===== src/rtl/serializer.sv =====
// serializer: parallel-to-serial converter with load/shift/pause control.
//
// Loads a WIDTH-bit word on a load edge, then emits one bit per enabled
// cycle on ser_data. ser_done rises on the same edge that drives the last bit,
// and stays high until the next load edge.
//
// Build option: define SER_MSB_FIRST_EN to transmit MSB first. The default
// build transmits LSB first. Timing is identical in both builds.
//
// Ports:
//   clk      - clock, rising edge active
//   rst      - asynchronous active-low reset
//   ser_en   - shift enable, one bit per enabled cycle
//   load     - parallel load strobe; has priority over shifting
//   p_data   - parallel data word, sampled only on load edges
//   ser_data - registered serial data bit
//   ser_done - registered flag, high once the last bit is on ser_data
module serializer #(
  parameter int unsigned WIDTH = 8
) (
  input  logic             clk,
  input  logic             rst,
  input  logic             ser_en,
  input  logic             load,
  input  logic [WIDTH-1:0] p_data,
  output logic             ser_data,
  output logic             ser_done
);

  localparam int unsigned CNT_W = (WIDTH > 1) ? $clog2(WIDTH) : 1;
  localparam logic [CNT_W-1:0] CNT_LAST = CNT_W'(WIDTH - 1);

  // SHIFT is the "active" flag: a frame is in progress.
  typedef enum logic {
    IDLE  = 1'b0,
    SHIFT = 1'b1
  } state_t;

  state_t           state, state_nxt;
  logic [WIDTH-1:0] sreg, sreg_nxt;
  logic [CNT_W-1:0] cnt, cnt_nxt;
  logic             data_nxt;
  logic             done_nxt;

  logic             tx_bit;
  logic [WIDTH-1:0] sreg_shifted;

  // Transmit order: the outgoing bit and the register after one shift.
`ifdef SER_MSB_FIRST_EN
  assign tx_bit       = sreg[WIDTH-1];
  assign sreg_shifted = {sreg[WIDTH-2:0], 1'b0};
`else
  assign tx_bit       = sreg[0];
  assign sreg_shifted = {1'b0, sreg[WIDTH-1:1]};
`endif

  // State and datapath registers.
  always_ff @(posedge clk or negedge rst) begin
    if (!rst) begin
      state    <= IDLE;
      sreg     <= '0;
      cnt      <= '0;
      ser_data <= 1'b0;
      ser_done <= 1'b0;
    end else begin
      state    <= state_nxt;
      sreg     <= sreg_nxt;
      cnt      <= cnt_nxt;
      ser_data <= data_nxt;
      ser_done <= done_nxt;
    end
  end

  // Next-state logic: load beats shift; everything holds otherwise.
  always_comb begin
    state_nxt = state;
    sreg_nxt  = sreg;
    cnt_nxt   = cnt;
    data_nxt  = ser_data;
    done_nxt  = ser_done;

    if (load) begin
      sreg_nxt  = p_data;
      cnt_nxt   = '0;
      state_nxt = SHIFT;
      done_nxt  = 1'b0;
    end else if (ser_en && (state == SHIFT)) begin
      data_nxt = tx_bit;
      sreg_nxt = sreg_shifted;
      cnt_nxt  = cnt + CNT_W'(1);
      // Last bit goes out on this edge: flag completion in the same cycle.
      if (cnt == CNT_LAST) begin
        done_nxt  = 1'b1;
        state_nxt = IDLE;
      end
    end
  end

endmodule


===== config.mk =====
export PLATFORM = sky130hd
export DESIGN_NAME = serializer
export DESIGN_NICKNAME = d
export VERILOG_FILES = /design/src/rtl/serializer.sv
export SDC_FILE = /design/constraint.sdc
export NUM_CORES = 1
export LEC_CHECK = 0
export ABC_CLOCK_PERIOD_IN_PS = 2900
export CAP_MARGIN = 20
export CORE_UTILIZATION = 54
export DETAILED_ROUTE_END_ITERATION = 10
export HOLD_SLACK_MARGIN = 0.05
export PLACE_DENSITY = 0.82
export SETUP_SLACK_MARGIN = 0.2
export SLEW_MARGIN = 20
export SYNTH_ARGS = -nofsm -noshare
export SYNTH_HDL_FRONTEND = slang
export SYNTH_SLANG_ARGS = --single-unit

===== constraint.sdc =====
create_clock -name clk -period 2.9 [get_ports clk]
set_input_delay 0.435 -clock clk [delete_from_list [all_inputs] [get_ports clk]]
set_output_delay 0.435 -clock clk [all_outputs]
set_load 0.05 [all_outputs]

==> impl_metrics.py, run 1 <==
metrics = {
    "status": {
        "status": "complete, no violations",
    },
    "synth": {
        "yosysUniqueCellTypes": 21,
        "syn_area_um2": 793,
        "ys_seq_elements": 14,
        "ys_seq_area_frac": 0.442,
        "synthCells": 71,
        "synth_nets": 85,
        "syn_avg_cell_area_um2": 11.2,
        "ys_warn_count": 0,
    },
    "sta": {
        "finalClockSkew_ps": 5.83,
        "relSlewSlack": 0.585,
        "rsz0062_at_grt": "no",
        "finalMaxSlewViolations": 0,
        "tightest_slew_ps": 620,
        "hold_viol_final": 0,
        "period_share": 0.641,
        "setup_tns_ps": 0,
        "min_period_ps": 1860,
        "whs_ps": 507,
        "setup_viol": 0,
        "timing.fmax_mhz": 538,
    },
    "run": {
        "max_cap_viol_count": 0,
    },
    "setup_path": {
        "worst_ep_required_time_ps": 2470,
        "cp.arrival_ps": 1420,
        "cp-start-kind": "register",
        "cp-end-kind": "output pin",
        "critPathMaxFanout": 2,
        "path_buf_inv": 1,
        "path_cells": "clkdlybuf4s50_1",
        "path_delay_family": "buffers and inverters",
        "max_stage_delay_ps": 800,
        "slowest_stage": "clkdlybuf4s50_1",
        "path_class": "register to output pin",
    },
    "place": {
        "place_inst": 92,
        "post-dp-hpwl_um": 891,
        "io_buffers": 13,
        "placed_area_um2": 892,
        "place_congestion": 0.685,
    },
    "routing": {
        "drtAntennaViolNets": 0,
        "post-route-drc-count": 0,
        "drt_iter0_drc": 12,
        "wl_per_cell_um": 13.1,
        "wl_um": 1260,
        "vias_per_cell": 5.64,
        "vias": 541,
        "drt_pass1_iterations": 4,
    },
    "cells_and_area": {
        "drive_gt1_frac": 0.210,
        "multi_input_area_um2": 382,
        "final_common_cell": "dfrtp_1",
        "fin_util": 0.696,
        "antenna_cells": 0,
        "final-seq-area_um2": 350,
        "fill_cells": 100,
        "final_cell_mix": "dfrtp_1 (14), clkdlybuf4s50_1 (13), nand2_1 (9), nand2b_1 (7), nand4b_1 (7)",
        "fin_cells": 96,
        "syn_to_final_growth_pct": 17.0,
        "final_area_um2": 928,
        "final_nets": 96,
    },
    "clock_network": {
        "clockBufferDepth": 2,
        "htree_num_levels": 1,
        "hold_buffers": 0,
        "cts_sinks": 14,
        "insertion_delay_ps": 270,
        "cts_buffers": 3,
        "post_cts_buffers": 0,
        "ctsResizeCount": 0,
        "tritoncts": "done",
        "clockRootBuffer": "clkbuf_4",
        "clk_pin_slew_ps": 80,
    },
    "floorplan": {
        "start_util": 0.595,
        "die_h_um": 40.3,
        "die_w_um": 40.3,
        "fp.dieArea_mm2": 0.00163,
        "row_count": 13,
        "pin_count": 14,
        "core-area_mm2": 0.00133,
    },
    "global_route": {
        "antenna_found_initial": 0,
        "grt-ovfl-total": 0,
        "grt_max_degree": 19,
        "grt_usage": 0.190,
        "grt_pass1_vias": 509,
        "grt_pass1_wl_um": 2060,
    },
    "power": {
        "ir_worst_vdd_v": 0.000333,
        "leakage_nw": 0.400,
        "p_per_area_mw_per_mm2": 473,
    },
    "worst_hold_path": {
        "min_path_type": "register to register",
    },
}
## final cells by class
cell class | instances | share of cell area
inverters | 1 | 0.00404
clock buffers | 4 | 0.0391
multi-input cells | 48 | 0.411
well taps | 15 | 0.0202
repair buffers | 14 | 0.148
flip-flops and latches | 14 | 0.377
## worst paths after layout
path                           from       end  slack, ps  cells past startpoint
min reg2reg                ser_done  ser_done        510                      2
min                        ser_done  ser_done        510                      2
min in group asynchronous       rst   sreg[1]        550                      1
max in group asynchronous       rst     state       1950                      1
max                        ser_data  ser_data       1040                      1
max reg2reg                   state  ser_data       1640                      2
## metal layers
layer / wire length (um) / vias up / track usage
li1: - / 272 / -
met1: 598 / 253 / 0.242
met2: 602 / 14 / 0.317
met3: 49 / 2 / 0.0500
met4: 6 / 0 / 0.0500
met5: 0 / - / 0
## sequential cells by signal, summed over array words and instances, names as in the netlist
register  cells
state         1
ser_done      1
cnt           3
ser_data      1
sreg          8
## where the power goes
| group | switching [W] | internal [W] | total [W] | leakage (nW) |
|---|---|---|---|---|
| clock network | 0.0000592 | 0.0000762 | 0.000135 | 0.0210 |
| logic | 0.0000418 | 0.0000430 | 0.0000847 | 0.205 |
| registers | 0.00000826 | 0.000211 | 0.000219 | 0.174 |
## through the flow
| step | worst slack [ps] | power [W] |
|---|---|---|
| floorplan | 1780 | 0.000281 |
| CTS | 1030 | 0.000448 |
| global placement | 1050 | 0.000306 |
| global route | 985 | 0.000464 |
| finish | 1040 | 0.000439 |
| detailed placement | 1010 | 0.000309 |
## cells in the mapped netlist (all sizes together)
master | instances | area [um^2]
nand3b | 2 | 15.0
nor2 | 1 | 3.75
inv | 1 | 3.75
clkbuf | 1 | 3.75
o21ai | 1 | 5.00
dfrtp | 14 | 350
a21oi | 3 | 15.0
a21bo | 3 | 30.0
ha | 2 | 25.0
nand2 | 9 | 33.8
o311ai | 1 | 26.3
o211ai | 6 | 75.1
nand4b | 7 | 61.3
nand2b | 7 | 43.8
nand3 | 2 | 10.0
and2 | 1 | 8.76
mux2 | 1 | 15.0
buf | 7 | 53.8
a31oi | 1 | 6.26
a21o | 1 | 7.51
## logic make-up after synthesis
group,count (synthesis),share of synthesized area
flops,14,0.442
mux,1,0.0189
fa+ha+maj,2,0.0315
buf+inv,9,0.0773
simple gates,29,0.222
compound gates,16,0.208
No activity file was read; power rests on OpenSTA's default activity.
==> run 2, diff against run 1 <==
--- a/config.mk
+++ b/config.mk
@@ -5,12 +5,12 @@
 export SDC_FILE = /design/constraint.sdc
 export NUM_CORES = 1
 export LEC_CHECK = 0
-export ABC_CLOCK_PERIOD_IN_PS = 2900
+export ABC_CLOCK_PERIOD_IN_PS = 1790
 export CAP_MARGIN = 20
-export CORE_UTILIZATION = 54
+export CORE_UTILIZATION = 50
 export DETAILED_ROUTE_END_ITERATION = 10
 export HOLD_SLACK_MARGIN = 0.05
-export PLACE_DENSITY = 0.82
+export PLACE_DENSITY = 0.76
 export SETUP_SLACK_MARGIN = 0.2
 export SLEW_MARGIN = 20
 export SYNTH_ARGS = -nofsm -noshare
==> constraint.sdc (replaced) <==
create_clock -name clk -period 1.79 [get_ports clk]
set_input_delay 0.2685 -clock clk [delete_from_list [all_inputs] [get_ports clk]]
set_output_delay 0.2685 -clock clk [all_outputs]
set_load 0.05 [all_outputs]
==> impl_metrics.py, run 2 (same netlist as run 1, synthesis figures left out) <==
metrics = {
    "cells_and_area": {
        "final_common_cell": "dfrtp_1",
        "final_nets": 99,
        "drive_gt1_frac": 0.241,
        "fin_cells": 99,
        "largestRegisters": "sreg (8), cnt (3)",
        "final_cell_mix": "dfrtp_1 (14), clkdlybuf4s50_1 (11), nand2_1 (9), nand2b_1 (7), nand4b_1 (7)",
        "top_register": "sreg",
        "syn_to_final_growth_pct": 17.8,
        "largest_reg_flops": 8,
        "antenna_cells": 0,
    },
    "clock_network": {
        "cts_buffers": 3,
        "tritoncts": "done",
        "hold_buffers": 0,
        "htree_num_levels": 1,
        "clockRootBuffer": "clkbuf_4",
        "clockBufferDepth": 2,
        "clk_pin_slew_ps": 80,
        "insertion_delay_ps": 270,
        "cts_sinks": 14,
        "post_cts_buffers": 0,
    },
    "floorplan": {
        "fp.dieArea_mm2": 0.00175,
        "start_util": 0.533,
        "core-area_mm2": 0.00149,
        "die_w_um": 41.8,
        "pin_count": 14,
        "die_h_um": 41.8,
        "row_count": 14,
    },
    "global_route": {
        "antenna_found_initial": 0,
        "grt_pass1_wl_um": 2380,
        "grtUsageMet2": 0.288,
        "grt_pass1_vias": 538,
        "grt_max_degree": 19,
        "gr-usage-met3": 0.0261,
        "grt-ovfl-total": 0,
        "grt_usage": 0.182,
        "gr-usage-met1": 0.232,
        "top_usage_layer": "met2",
    },
    "setup_path": {
        "cp-start-kind": "register",
        "r2r_end": "ser_data",
        "path_class": "register to output pin",
        "path_cells": "dlygate4sd2_1",
        "path_delay_family": "buffers and inverters",
        "critPathMaxFanout": 2,
        "rrSetupSlack_ps": 510,
        "r2r_cells": 2,
        "cp.arrival_ps": 1150,
        "worst_ep_required_time_ps": 1520,
        "r2r-start": "state",
        "slowest_stage": "dlygate4sd2_1",
        "cp-end-kind": "output pin",
        "path_buf_inv": 1,
        "max_stage_delay_ps": 530,
    },
    "sta": {
        "rsz0062_at_grt": "no",
        "finalClockSkew_ps": 2.64,
        "relSlewSlack": 0.656,
        "hold_viol_final": 0,
        "period_share": 0.791,
        "timing.fmax_mhz": 706,
        "finalMaxSlewViolations": 0,
        "setup_slack_ps": 374,
        "setup_viol": 0,
        "min_period_ps": 1420,
        "tightest_slew_ps": 516,
        "setup_tns_ps": 0,
    },
    "power": {
        "p_per_area_mw_per_mm2": 711,
        "sequentialPowerShare": 0.536,
        "p_switching_w": 0.000174,
        "leakage_nw": 0.411,
        "ir_worst_vdd_v": 0.000377,
        "p_clk_frac": 0.256,
        "swShare": 0.262,
        "power_frac_comb": 0.208,
        "intPower_w": 0.000490,
    },
    "place": {
        "io_buffers": 13,
        "place_congestion": 0.707,
        "place_inst": 96,
        "pre_cts_ws_ps": 219,
        "post-dp-hpwl_um": 973,
    },
    "status": {
        "status": "complete, no violations",
    },
    "routing": {
        "drt_iter0_drc": 10,
        "wl_per_cell_um": 13.6,
        "vias": 562,
        "drt_pass1_iterations": 5,
        "wl_um": 1350,
        "drtAntennaViolNets": 0,
        "post-route-drc-count": 0,
        "vias_per_cell": 5.68,
    },
    "worst_hold_path": {
        "min_path_type": "input pin to async pin",
    },
    "run": {
        "max_cap_viol_count": 0,
    },
}
## run 2: changes by cell type in the layout (fill, tap and decap cells not counted)
cell	previous run	this run
clkbuf_8	1	0
clkdlybuf4s50_1	13	11
buf_4	1	5
dlygate4sd2_1	0	1
## run 2: cell type report
type / instances / area (um^2)
multi-input combinational: 48 / 382
fill: 123 / 554
inverter: 1 / 3.75
clock buffer: 3 / 22.5
sequential: 14 / 350
tap: 16 / 20.0
timing repair buffer: 17 / 156
## run 2: power by group through the flow
stage	clock network (W)	registers [W]	logic, W
2_1_floorplan	0	0.000375	0.0000806
3_3_place_gp	0	0.000362	0.000141
3_5_place_dp	0	0.000363	0.000143
4_1_cts	0.000178	0.000356	0.000140
5_1_grt	0.000194	0.000360	0.000151
6_report	0.000170	0.000356	0.000138
## run 2: worst max path at each step
stage              from  endpoint  depth (start not counted)
4_1_cts        ser_data  ser_data                          1
3_3_place_gp     ser_en  ser_data                          3
6_report       ser_data  ser_data                          1
2_1_floorplan    cnt[0]    cnt[2]                          4
3_5_place_dp     ser_en    cnt[2]                          4
5_1_grt        ser_data  ser_data                          1
## run 2: routing by layer
layer | vias up | share of wire
li1 | 277 | -
met1 | 270 | 0.48
met2 | 11 | 0.46
met3 | 4 | 0.033
met4 | 0 | 0.024
met5 | - | 0
## run 2: repair_timing
action,4_1_cts,5_1_grt
endpoints found under the hold margin,0,0
resized for setup,1,0
setup endpoints to repair,1,0
## run 2: through the flow
stage                     power, W  hold slack, ps  area (um^2)   util
after floorplan           0.000456           -27.1          793      -
after global placement    0.000503             492          913  0.613
after detailed placement  0.000506             504          913  0.613
after CTS                 0.000674             273          935  0.628
after global routing      0.000705             276          935  0.628
final                     0.000665             262          935  0.628
==> variant 1, RTL diff (flow settings as in run 2) <==
Set the parameter `WIDTH` to 16 (it was 8).
--- a/src/rtl/serializer.sv
+++ b/src/rtl/serializer.sv
@@ -18,3 +18,3 @@
 module serializer #(
-  parameter int unsigned WIDTH = 8
+  parameter int unsigned WIDTH = 16
 ) (
Interface: changed (resized p_data); port bits go from 14 to 22. No check against the original RTL was run, so the function may have changed too.
==> variant 1 against run 2 <==
  * Core utilization is 4.1 points higher
  * Sequential share of layout area is 6.8 points higher
  * Cell area is 39% higher
  * Total power is 51% higher
  * Routed wire length is 26% higher
  * Sequential cell count is 9 higher
  * Final cell count is 51% higher
  * Synthesized area is 30% higher
  * Maximum frequency is 2.8% lower
  * Worst setup slack worse by 0.040 ns
==> variant 1: results (changes against run 2) <==
The layout overhead on the synthesized area came out at 26.1%. The detailed-router iteration count before antenna repair came out at 3 (-2). The multiplexer area fraction after synthesis is 0.157 (+0.138). The post-synthesis compound-gate area fraction came out at 0.106 (-0.102).

The port buffer count is 21 (+8). The path class of the lowest-slack min-delay path is input port to async pin. The cell area after placement came out at 1270 um2 (+40%).

The worst clock skew was 0.00248 ns (-0.000167 ns). The cell family contributing the most delay on the critical path is buffers and inverters. The count of inserted antenna diode cells came out at 0 (unchanged). The clock transition at the registers of the reported paths came out at 0.13 ns (+0.05 ns). The final total power was 1.00 mW (+51%).

The internal power is 741 uW (+51%). The post-detailed-placement half-perimeter wirelength was 1270 um (+30%). The number of fill cells came to 165 (+34%). The pin count of the biggest net entering global routing is 29 (+10). The wire length of the first global-routing pass is 2760 um (+16%). The H-tree depth reported by CTS came out at 1 (unchanged). The via count of the first global-routing pass came out at 643 (+20%). The peak supply drop came out at 0.000599 V (+59%).

The post-CTS setup repair buffer count came to 0 (unchanged). The static leakage power came out at 0.607 nW (+48%). The post-cts sizing count came out at 2 (+1). The largest registers in the layout are sreg x16, cnt x4. The DRC marker count from the first detailed-route iteration came to 11 (+1). Among all stages on the critical path, the largest delay is contributed by dlygate4sd2_1. The detailed-route vias per instance was 5.05 (-11%).

The largest driver fanout on the critical path is 2 (unchanged). The adder-cell share of the synthesized area is 0.0122 (-0.0194). The largest family of logic cells by synthesized area is multiplexers. After synthesis, the cell types taking the most area are dfrtp_1, mux2i_1, o21ai_0, nand2_1, xor2_1. The xor/xnor cell area share of the yosys netlist is 0.0170 (+0.0170). The clock latency at the later pin of the worst-skew pair is 0.30 ns (+0.03 ns). The placer's final routability congestion estimate came out at 0.722 (+2.2%). The deepest clock path buffer count came out at 2 (unchanged). The share of synthesized area occupied by flip-flops and latches is 0.559 (+0.117).

The number of cells produced by synthesis is 98 (+38%). The number of nets in the synthesized netlist is 119 (+40%). The share of flip-flops with an asynchronous set or reset after synthesis came out at 1.00 (unchanged). The fraction of power consumed by sequential logic is 0.591 (+0.055). The fraction of power consumed by combinational cells is 0.171 (-0.037). The unique cell type count in the Yosys netlist is 18 (-14%). The count of placed standard cells in the final layout, fillers left out is 149 (+51%).

The arrival time at the worst endpoint is 1.19 ns (+0.04 ns). The flow ran to the end, and the final reports show no timing, DRC or antenna violations. The transition time at the pin with the least slew margin came out at 0.488 ns (-0.0276 ns). The delay contributed by the slowest stage of the critical path is 0.53 ns (about the same). The layout net count came out at 144 (+45%). The aggregate global-route resource usage is 0.179 (-0.00272). The overall routed net length is 1700 um (+26%). The layout cell share with drive strength beyond 1 came out at 0.0738 (-0.167). The pre-CTS setup slack came out at 0.202 ns (-0.0161 ns). The CTS root buffer is clkbuf_4. After synthesis, the most frequently instantiated cells are dfrtp_1, nand2_1, o21ai_0, mux2i_1, nor2_1. The main flop type after synthesis is dfrtp_1. The CTS buffer count is 3 (unchanged).
## variant 1: cell types whose count changed after synthesis, moves of 3 or more
cell and change:
dfrtp_1 +9, nand2b_1 -7, o211ai_2 -6, mux2i_1 +15, nand4b_1 -7, nand2_1 +11
a21bo_2 -3, nor2_1 +3, o21ai_0 +17
## variant 1: worst paths after layout
kind	start	endpoint	slack (ns)	cells after the start
hold reg to reg	ser_done	ser_done	0.51	2
setup / recovery	ser_data	ser_data	0.33	1
max in group asynchronous	rst	sreg[4]	1.28	2
setup reg to reg	state	sreg[10]	0.50	4
hold / removal	rst	sreg[13]	0.29	2
min in group clk	p_data[13]	sreg[13]	0.51	3
## variant 1: layout make-up
type                       instances  share of cell area
multi-input combinational         69               0.322
sequential                        23               0.443
timing repair buffer              26               0.189
clock buffer                       4              0.0202
tap                               27              0.0260
## variant 1: layer usage
layer  track usage  vias to the layer above  routed length, um
met5             0                        -                  0
met4        0.0514                        0                  8
met3        0.0385                        2                 56
met2         0.290                       12                805
met1         0.243                      354                827
li1              -                      385                  -
==> variant 2, RTL diff (settings of run 2) <==
Without the edit above. Make the reset (`rst`) synchronous in one clocked block. Comments in the files are not updated.
--- a/src/rtl/serializer.sv
+++ b/src/rtl/serializer.sv
@@ -57,3 +57,3 @@
   // State and datapath registers.
-  always_ff @(posedge clk or negedge rst) begin
+  always_ff @(posedge clk) begin
     if (!rst) begin
Check against the original RTL: differs if rst is asserted again (counterexample within 4 cycles, from zero or initial values and one cycle with rst low); with rst held inactive, the same outputs for 10 cycles.
==> variant 2 against run 2 <==
  * Cell area fell by 21%
  * The flow now finishes with violations (DRC)
  * First-iteration DRC count grew 10%
  * Total power decreased by 14%
  * Routed wire length decreased by 33%
  * Synthesized area fell by 25%
  * Highest routed layer unchanged
  * Final cell count decreased by 10%
  * Critical path type unchanged
  * Combinational power fell by 49%
  * Worst setup slack gained 0.017 ns
  * Sequential cell count unchanged
==> variant 2: results (changes against run 2) <==
The number of nets in the synthesized netlist is 76 (-11%). The cell area after placement came out at 717 um2 (-22%). The fraction of met2 tracks used by global routing is 0.201 (-0.0866).

The average wire per standard cell came out at 10.1 um (-26%). The aggregate global-route resource usage is 0.166 (-0.0160). The port buffer count was 13 (unchanged).

The post-detailed-placement half-perimeter wirelength came out at 662 um (-32%). The checks that failed: DRC. The delay contributed by the slowest stage of the critical path is 0.53 ns (about the same). The path class of the lowest-slack min-delay path is flop to flop.

The share of flip-flops with an asynchronous set or reset after synthesis came out at 0 (-1.00). The initial antenna violation count is 0 (unchanged). The layout cell share with drive strength beyond 1 came out at 0.0800 (-0.161). The post-CTS setup repair buffer count is 0 (unchanged). The via count of the first global-routing pass came out at 350 (-35%).

The number of fill cells came out at 101 (-18%). The peak supply drop came to 0.000500 V (+33%). In this run the most critical hold path is launched from cnt[1].

The worst clock skew was 0.00178 ns (-0.000869 ns). The detailed-router iteration count before antenna repair is 6 (+1). The kind of cell adding the most delay to the critical path is buffers and inverters. The number of remaining DRC errors came out at 2 (+2). The commonest cells after synthesis are dfxtp_1, a21oi_1, mux2i_1, o21ai_0, nand2_1.

The post-cts sizing count came out at 2 (+1). The layout net count is 91 (-8.1%). The placer's final routability congestion estimate is 0.677 (-4.2%). The wire length of the first global-routing pass came out at 1500 um (-37%). On the critical path, the stage with the largest delay is an instance of dlygate4sd2_1. The count of synthesis-stage warnings from yosys is 0 (unchanged). The transition time at the pin with the least slew margin came out at 0.484 ns (-0.0318 ns). The clock latency at the later pin of the worst-skew pair came out at 0.27 ns (about the same). The met1 capacity usage during global routing is 0.237 (+0.00506).

The static leakage power is 0.326 nW (-21%). The pre-CTS setup slack came out at 0.251 ns (+0.0322 ns). The largest driver fanout on the critical path is 2 (unchanged). The count of vias placed by the detailed router was 470 (-16%).

The launch point of the critical path is ser_data. The busiest layer in global routing is met1. The flow ran to the end, but the final reports show violations.

The unique cell type count in the Yosys netlist is 19 (-9.5%). The H-tree depth reported by CTS came out at 1 (unchanged). The clock transition at the registers of the reported paths was 0.08 ns (about the same). The startpoint of the most critical register-to-register path is state.

The share of synthesized area occupied by flip-flops and latches came out at 0.474 (+0.0319). The DRC marker count from the first detailed-route iteration is 11 (+1). The arrival time at the worst endpoint is 1.13 ns (-0.02 ns). After synthesis, the cell types taking the most area are dfxtp_1, mux2i_1, a21oi_1, o21ai_0, ha_1. The pin count of the biggest net entering global routing is 17 (-2). The met3 usage in global routing was 0.0563 (+0.0302). The deepest clock path buffer count is 2 (unchanged).

The CTS buffer count came out at 3 (unchanged).
-- variant 2: final timing paths --
check	to	depth (start not counted)	slack [ns]
max	ser_data	1	0.39
min	cnt[1]	2	0.46
max reg2reg	sreg[3]	3	0.68
min reg2reg	cnt[1]	2	0.46
-- variant 2: power breakdown --
part	internal, mW	switching [mW]
sequential	0.327	0.00922
clock	0.0777	0.0883
combinational	0.0388	0.0318
-- variant 2: cell families (layout without fill, tap and decap cells) --
logic type               count (synthesis)  count (layout)  synth area share
XOR/XNOR                                 1               1            0.0148
buffers and inverters                    4              17            0.0444
AND/OR/NAND/NOR                         13              13            0.0973
multiplexers                             7               7             0.118
AO/OA/AOI/OAI                           21              21             0.209
adder cells (fa/ha/maj)                  2               2            0.0423
flip-flops                              14              14             0.474
-- variant 2: stage by stage --
stage / total power [mW] / std cells / utilization
finish: 0.573 / 89 / 0.672
global route: 0.606 / 89 / 0.672
CTS: 0.580 / 89 / 0.672
detailed placement: 0.415 / 86 / 0.654
global placement: 0.415 / 86 / 0.654
floorplan: 0.384 / 62 / -
-- variant 2: area by class of cell --
cell class,count,area share
clock buffer,3,0.0306
inverter,1,0.00509
multi-input combinational,44,0.387
sequential,14,0.380
tap,14,0.0238
timing repair buffer,13,0.173
-- variant 2: worst min-delay path, stage by stage (launching register included) --
cell	delay (ns)
dfxtp_1	0.32
nand2_1	0.05
a21oi_1	0.05
-- variant 2: metal layers --
layer	up-vias	routed length (um)
li1	252	-
met1	202	456
met2	12	377
met3	4	42
met4	0	24
met5	-	0
